`config.mk`:
```
export PLATFORM = sky130hd
export DESIGN_NAME = jt12_sh_slot
export DESIGN_NICKNAME = d
export VERILOG_FILES = /design/src/rtl/jt12_sh_slot.sv
export SDC_FILE = /design/constraint.sdc
export NUM_CORES = 1
export LEC_CHECK = 0
export CORE_ASPECT_RATIO = 0.8
export CORE_MARGIN = 5
export CORE_UTILIZATION = 24
export DETAILED_ROUTE_END_ITERATION = 16
export GPL_TIMING_DRIVEN = 0
export PLACE_DENSITY_LB_ADDON = 0.05
export SYNTH_ARGS = -nofsm -noshare
export SYNTH_HDL_FRONTEND = slang
export SYNTH_SLANG_ARGS = --single-unit
```
`constraint.sdc`:
```
create_clock -name clk -period 7.1 [get_ports clk]
set_clock_uncertainty 0.15 [all_clocks]
set_input_delay 2.13 -clock clk [delete_from_list [all_inputs] [get_ports clk]]
set_output_delay 2.13 -clock clk [all_outputs]
set_load 0.03 [all_outputs]
```
`src/rtl/jt12_sh_slot.sv`:
```
// ---------------------------------------------------------------------------
// jt12_sh_slot
//
// Slot-indexed circular shift register with a single-entry write port.
// STAGES registers of WIDTH bits form a pipeline. A slot counter (cnt) walks
// 0..STAGES-1 in step with the pipeline. The value leaving the last stage
// (drop) is always the content of slot cnt. It can be recirculated into
// stage 0, or replaced by din. A pending write replaces the entry value when
// its slot comes round.
//
// Parameters
//   WIDTH  : data bits per slot
//   STAGES : number of slots / pipeline depth (2..64)
//   RSTVAL : value loaded into every stage on reset
//   TAP    : index of the intermediate tap stage (0..STAGES-1)
//
// Ports
//   rst      in   asynchronous active-high reset
//   clk      in   clock, rising edge
//   clk_en   in   advance enable for pipeline and slot counter
//   recirc   in   1: feed drop back into stage 0, 0: feed din
//   din      in   shift-in data used when recirc=0
//   wr_req   in   slot-write request (sampled only when not busy)
//   wr_slot  in   target slot of the write request
//   wr_data  in   data for the write request
//   wr_busy  out  an accepted write is pending
//   wr_ack   out  one-cycle pulse after the pending write was committed
//   wr_err   out  one-cycle pulse after a request with an out-of-range slot
//   drop     out  content of stage STAGES-1 (value of slot cnt)
//   tap      out  content of stage TAP
//   cnt      out  current slot counter
//   sync     out  high while cnt==0
// ---------------------------------------------------------------------------
module jt12_sh_slot #(
    parameter int              WIDTH  = 5,
    parameter int              STAGES = 24,
    parameter logic [WIDTH-1:0] RSTVAL = '0,
    parameter int              TAP    = 12
) (
    input  logic             rst,
    input  logic             clk,
    input  logic             clk_en,
    input  logic             recirc,
    input  logic [WIDTH-1:0] din,
    input  logic             wr_req,
    input  logic [5:0]       wr_slot,
    input  logic [WIDTH-1:0] wr_data,
    output logic             wr_busy,
    output logic             wr_ack,
    output logic             wr_err,
    output logic [WIDTH-1:0] drop,
    output logic [WIDTH-1:0] tap,
    output logic [5:0]       cnt,
    output logic             sync
);

    typedef enum logic {
        ST_IDLE = 1'b0,
        ST_PEND = 1'b1
    } state_t;

    state_t                         r_state;
    state_t                         w_state_next;
    logic [5:0]                     r_cnt;
    logic [5:0]                     r_slot;
    logic [WIDTH-1:0]               r_data;
    logic                           r_ack;
    logic                           r_err;

    logic                           w_accept;
    logic                           w_commit;
    logic                           w_err_next;
    logic                           w_slot_ok;
    logic [WIDTH-1:0]               w_entry;
    logic [STAGES-1:0][WIDTH-1:0]   w_chain;

    // wr_slot is 6 bits but STAGES may be 64, so compare at 7 bits.
    assign w_slot_ok = ({1'b0, wr_slot} < 7'(STAGES));

    // -----------------------------------------------------------------------
    // Write FSM, next-state logic
    // -----------------------------------------------------------------------
    always_comb begin
        w_state_next = r_state;
        w_accept     = 1'b0;
        w_commit     = 1'b0;
        w_err_next   = 1'b0;
        case (r_state)
            ST_IDLE: begin
                if (wr_req) begin
                    if (w_slot_ok) begin
                        w_accept     = 1'b1;
                        w_state_next = ST_PEND;
                    end else begin
                        w_err_next   = 1'b1;
                    end
                end
            end
            ST_PEND: begin
                // New requests are ignored here; only the slot match matters.
                if (clk_en && (r_cnt == r_slot)) begin
                    w_commit     = 1'b1;
                    w_state_next = ST_IDLE;
                end
            end
            default: begin
                w_state_next = ST_IDLE;
            end
        endcase
    end

    // -----------------------------------------------------------------------
    // Write FSM, state and latched request
    // -----------------------------------------------------------------------
    always_ff @(posedge clk or posedge rst) begin
        if (rst) begin
            r_state <= ST_IDLE;
            r_slot  <= 6'd0;
            r_data  <= '0;
            r_ack   <= 1'b0;
            r_err   <= 1'b0;
        end else begin
            r_state <= w_state_next;
            r_ack   <= w_commit;
            r_err   <= w_err_next;
            if (w_accept) begin
                r_slot <= wr_slot;
                r_data <= wr_data;
            end
        end
    end

    // -----------------------------------------------------------------------
    // Slot counter
    // -----------------------------------------------------------------------
    always_ff @(posedge clk or posedge rst) begin
        if (rst) begin
            r_cnt <= 6'd0;
        end else if (clk_en) begin
            if (r_cnt == 6'(STAGES - 1)) begin
                r_cnt <= 6'd0;
            end else begin
                r_cnt <= r_cnt + 6'd1;
            end
        end
    end

    // -----------------------------------------------------------------------
    // Entry value: pending write beats recirculation beats din.
    // w_commit already implies a slot match on an enabled cycle.
    // -----------------------------------------------------------------------
    always_comb begin
        w_entry = din;
        if (w_commit) begin
            w_entry = r_data;
        end else if (recirc) begin
            w_entry = w_chain[STAGES-1];
        end
    end

    // -----------------------------------------------------------------------
    // Pipeline stages
    // -----------------------------------------------------------------------
    generate
        for (genvar gi = 0; gi < STAGES; gi++) begin : gen_stage
            logic [WIDTH-1:0] r_q;
            logic [WIDTH-1:0] w_d;

            if (gi == 0) begin : gen_head
                assign w_d = w_entry;
            end else begin : gen_body
                assign w_d = w_chain[gi-1];
            end

            always_ff @(posedge clk or posedge rst) begin
                if (rst) begin
                    r_q <= RSTVAL;
                end else if (clk_en) begin
                    r_q <= w_d;
                end
            end

            assign w_chain[gi] = r_q;
        end
    endgenerate

    // -----------------------------------------------------------------------
    // Outputs
    // -----------------------------------------------------------------------
    assign drop    = w_chain[STAGES-1];
    assign tap     = w_chain[TAP];
    assign cnt     = r_cnt;
    assign sync    = (r_cnt == 6'd0);
    assign wr_busy = (r_state == ST_PEND);
    assign wr_ack  = r_ack;
    assign wr_err  = r_err;

endmodule

```
======== Word level (Yosys, flattened, before mapping) ========
Cells that the tools add are included.
storage, ports and cells
  output and inout bits ................... 20
  input bits .............................. 21
  register bits ........................... 140
operators by class
  order comparisons ....................... 1
  reduce and logical (&&, ||, !) cells .... 2
  muxes and demuxes ....................... 13
  add/sub/neg operators ................... 1
  equal/unequal tests ..................... 2
  bitwise gates (word level) .............. 1
operator list
  operator                                                              count
  5-bit two-way mux                                                     2
  1-bit two-way mux                                                     9
  6-bit by 1-bit adder with 6-bit output, second input constant         1
  6-bit by 5-bit == test with 1-bit output, second input constant       1
  6-bit == test                                                         1
  6-bit zero test                                                       1
  6-bit by 5-bit < comparator with 1-bit output, second input constant  1
  6-bit two-way mux                                                     1
  1-bit one-hot mux with 2 select lines                                 1
  1-bit logical AND                                                     1
  1-bit NOT                                                             1

======== Longest topological paths before layout ========
  depth in word-level cells ............... 5
  depth in mapped cells ................... 7
  mapped depth without buffers ............ 5

======== Least setup slack after synthesis ========
OpenSTA, ideal clock, no wires.
  path type ............................... register -> output
  start ................................... register r_cnt[3] (netlist: cnt[3])
  end ..................................... output sync
  required time ........................... 4.820 ns
  buffers on the path ..................... 1
  slack ................................... 3.592 ns
  data arrival time ....................... 1.228 ns
  cell stages (with the launch flop) ...... 4
  cells stage by stage .................... dfrtp_1 -> buf_2 -> nor4_1 -> and2_1
on the way
  word-level cells in the longest chain between the ends .. 1
RTL lines
  what                    line  RTL
  from (decl)             64    logic [5:0] r_cnt;
  from (signal assigned)  143   r_cnt <= r_cnt + 6'd1;
  6-bit zero test         193   assign sync = (r_cnt == 6'd0);
  to (decl)               54    output logic sync
No other way between the ends.

======== Final worst setup path ========
Same ends and word-level chain as after synthesis.

==> impl_metrics.env <==
export IMPL_standard_cell_core_area_sq_mm=0.0225
export IMPL_timing_worst_setup_path_type="reg -> out"
export IMPL_gp_congestion=0.661
export IMPL_detailedRoute_firstIterationViolations=118
export IMPL_nNetsFinal=436
export IMPL_start_util_pct=24.3
export IMPL_crit_path_start_kind="flip-flop"
export IMPL_synth_seq_area_share_pct=64.0
export IMPL_clock_insertion_delay_worst_skew_ns=0.42
export IMPL_crit_path_max_fanout=7
export IMPL_syn_inst=354
export IMPL_min_path_cells=1
export IMPL_syn_area_per_cell_sq_um=15.5
export IMPL_fp_dieArea_sq_mm=0.0260
export IMPL_grt_overall_usage_pct=8.50
export IMPL_final_hold_vios=0
export IMPL_route_detailed_wl_per_inst_um=14.0
export IMPL_vias=2935
export IMPL_antenna_violations_before_repair=0
export IMPL_design_portCount=41
export IMPL_layout_overhead_on_the_synthesized_area_pct=27.6
export IMPL_reg2regPathDepth=4
export IMPL_synth_warning_count=0
export IMPL_rrSetupSlack_ns=5.07
export IMPL_htreeDepth=4
export IMPL_crit_reg2reg_launch="wr_busy"
export IMPL_synth_seq_cells=140
export IMPL_setup_viol_count_final=0
export IMPL_cts_hold_buffers_added=0
export IMPL_required_ns=4.82
export IMPL_drcViolationCount=0
export IMPL_drtAntennaViolNets=0
export IMPL_slew_violations=0
export IMPL_max_cap_check_violation_count=0
export IMPL_hold_path_class="reg -> reg"
export IMPL_pwr_density_cell_mw_per_mm2=445
export IMPL_final_period_utilization_pct=60.6
export IMPL_grt_start_max_net_pins=81
export IMPL_rsz0062_at_grt="no"
export IMPL_dieHeight_um=145
export IMPL_final_hold_worst_slack_ns=0.340
export IMPL_n_antenna_cell=0
export IMPL_postCtsResizedCells=0
export IMPL_fill_cells=2274
export IMPL_critPathCaptureType="output port"
export IMPL_totalWireLength_um=10200
export IMPL_cts_tree="done"
export IMPL_syn_area_sq_mm=0.00548
export IMPL_drt_pass1_iterations=4
export IMPL_period_needed_ns=4.30
export IMPL_dieWidth_um=179
export IMPL_io_buffers=39
export IMPL_route_detailed_vias_per_inst=4.01
export IMPL_cts_post_setup_buffers_inserted=0
export IMPL_fin_util_pct=31.1
export IMPL_clock_sinks=140
export IMPL_outcome="finished, final reports clean"
export IMPL_hold_path_endpoint="gen_stage[7].r_q[0]"
export IMPL_cts_made_buffers=17
export IMPL_critPathArrivalTime_ns=2.02
export IMPL_globalRouteOverflowTotal=0
export IMPL_min_delay_start="gen_stage[6].r_q[0]"
export IMPL_leakage_nw=3.06
export IMPL_cts_path_max_buffers=2
export IMPL_max_transition_margin_pct=57.0
export IMPL_final_setup_tns_ns=0
export IMPL_clock_fmax_mhz=232
export IMPL_clkTransAtPathRegs_ns=0.06
export IMPL_measured_slew_at_the_worst_slew_check_pin_ns=0.645
export IMPL_rows=49
export IMPL_mappedNetlistNets=377
export IMPL_place_detailed_hpwl_um=6670
export IMPL_number_of_global_route_vias_before_repair=3065
export IMPL_cts_root_buffer="clkbuf_16"
export IMPL_r2r_end="r_data[4]"
export IMPL_ir_drop_mv=0.162
export IMPL_synth_lib_cells_used_distinct=32
export IMPL_grt_pass1_wl_um=17200
export IMPL_post_route_cells_drive_above_1_share_pct=40.4
[kinds of logic (layout without fill, tap and decap cells)]
group / Yosys count / in the layout / synth area share (%)
AO/OA/AOI/OAI: 21 / 21 / 2.81
multiplexers: 126 / 126 / 25.9
flip-flops: 140 / 140 / 64.0
buffers and inverters: 26 / 98 / 2.22
AND/OR/NAND/NOR: 30 / 30 / 3.22
adder cells (fa/ha/maj): 2 / 2 / 0.457
XOR/XNOR: 9 / 9 / 1.44
[cell usage in the layout (no fill, tap or decap), types with 2 or more instances in the layout]
cell type,instances
clkdlybuf4s50_1,39
clkinv_4,3
o21ai_0,4
dfrtp_1,140
nor3_1,2
nor2b_1,5
inv_6,2
a31oi_1,5
nand2_1,7
ha_1,2
buf_1,2
o211ai_1,5
xnor2_1,6
and2_1,2
inv_1,3
buf_2,6
clkinvlp_4,2
xor2_1,3
buf_6,2
a311o_1,5
mux2_2,125
bufinv_16,7
clkbuf_1,11
nand2b_1,5
clkbuf_16,17
[area by class of cell]
type	instances	area, sq um	share of cell area, %
multi-input cells	188	1850	26.5
repair buffers	40	418	5.98
flip-flops and latches	140	3500	50.1
clock inverters	14	265	3.80
plain buffers	22	106	1.52
clock buffers	18	439	6.29
well taps	306	383	5.48
inverters	4	20.0	0.287
[flip-flops by register name, indices dropped and copies added, names as in the netlist]
| register | flops |
|---|---|
| gen_stage.r_q | 105 |
| cnt | 6 |
| r_slot | 6 |
| drop | 5 |
| gen_stage.w_d | 5 |
| r_data | 5 |
| tap | 5 |
| wr_ack | 1 |
| wr_busy | 1 |
| wr_err | 1 |
[routing by layer]
metal | vias up | part of all wire, % | global-route usage [%]
met3 | 10 | 5.8 | 3.22
met2 | 59 | 41 | 11.2
li1 | 1382 | - | -
met5 | - | 0 | 0
met4 | 0 | 1.4 | 3.22
met1 | 1484 | 52 | 12.5
[cell usage after synthesis]
| library cell | number | share of area [%] |
|---|---|---|
| a21bo_2 | 1 | 0.18 |
| a21oi_1 | 1 | 0.091 |
| a311o_1 | 5 | 0.91 |
| a31oi_1 | 5 | 0.57 |
| and2_1 | 2 | 0.23 |
| and3_1 | 1 | 0.11 |
| and3_2 | 1 | 0.14 |
| and4_4 | 1 | 0.21 |
| buf_1 | 2 | 0.14 |
| buf_2 | 6 | 0.55 |
| buf_6 | 2 | 0.41 |
| clkbuf_1 | 11 | 0.75 |
| clkbuf_2 | 1 | 0.091 |
| dfrtp_1 | 140 | 64 |
| ha_1 | 2 | 0.46 |
| inv_1 | 4 | 0.27 |
| mux2_2 | 125 | 26 |
| mux2i_1 | 1 | 0.18 |
| nand2_1 | 7 | 0.48 |
| nand2b_1 | 5 | 0.57 |
| nand3_1 | 1 | 0.091 |
| nand3b_1 | 1 | 0.14 |
| nor2_1 | 1 | 0.068 |
| nor2b_1 | 5 | 0.57 |
| nor3_1 | 2 | 0.18 |
| nor3_2 | 1 | 0.18 |
| nor3b_1 | 1 | 0.14 |
| nor4_1 | 1 | 0.11 |
| o211ai_1 | 5 | 0.69 |
| o21ai_0 | 4 | 0.37 |
| xnor2_1 | 6 | 0.96 |
| xor2_1 | 3 | 0.48 |
[power by group]
group / switching [mW] / leakage, nW / internal, mW / total [mW]
logic: 0.307 / 0.957 / 0.413 / 0.720
clock network: 0.352 / 0.337 / 0.706 / 1.06
registers: 0.192 / 1.76 / 1.14 / 1.33
total: 0.850 / 3.06 / 2.26 / 3.11
[stage by stage]
stage	cell area [sq um]	setup WS, ns	power (mW)	instances
finish	6990	2.80	3.11	732
global route	6990	2.68	3.30	732
CTS	6990	2.76	3.17	732
detailed placement	6280	2.40	2.08	700
global placement	6250	-1.27	2.07	699
floorplan	5480	1.07	1.83	354
[worst max path at each step]
| stage | slack, ns | end | start |
|---|---|---|---|
| floorplan | 1.07 | cnt[0] | rst |
| global placement | -1.27 | gen_stage[13].r_q[4] | rst |
| detailed placement | 2.40 | cnt[5] | clk_en |
| CTS | 2.76 | sync | cnt[3] |
| global route | 2.68 | sync | cnt[3] |
| finish | 2.80 | sync | cnt[3] |
[critical path, stage by stage (launching register included)]
cell,delay [ns]
dfrtp_1,0.37
buf_2,0.16
nor4_1,0.24
and2_1,0.15
clkdlybuf4s50_1,0.68
No activity file was read; power rests on OpenSTA's default activity.
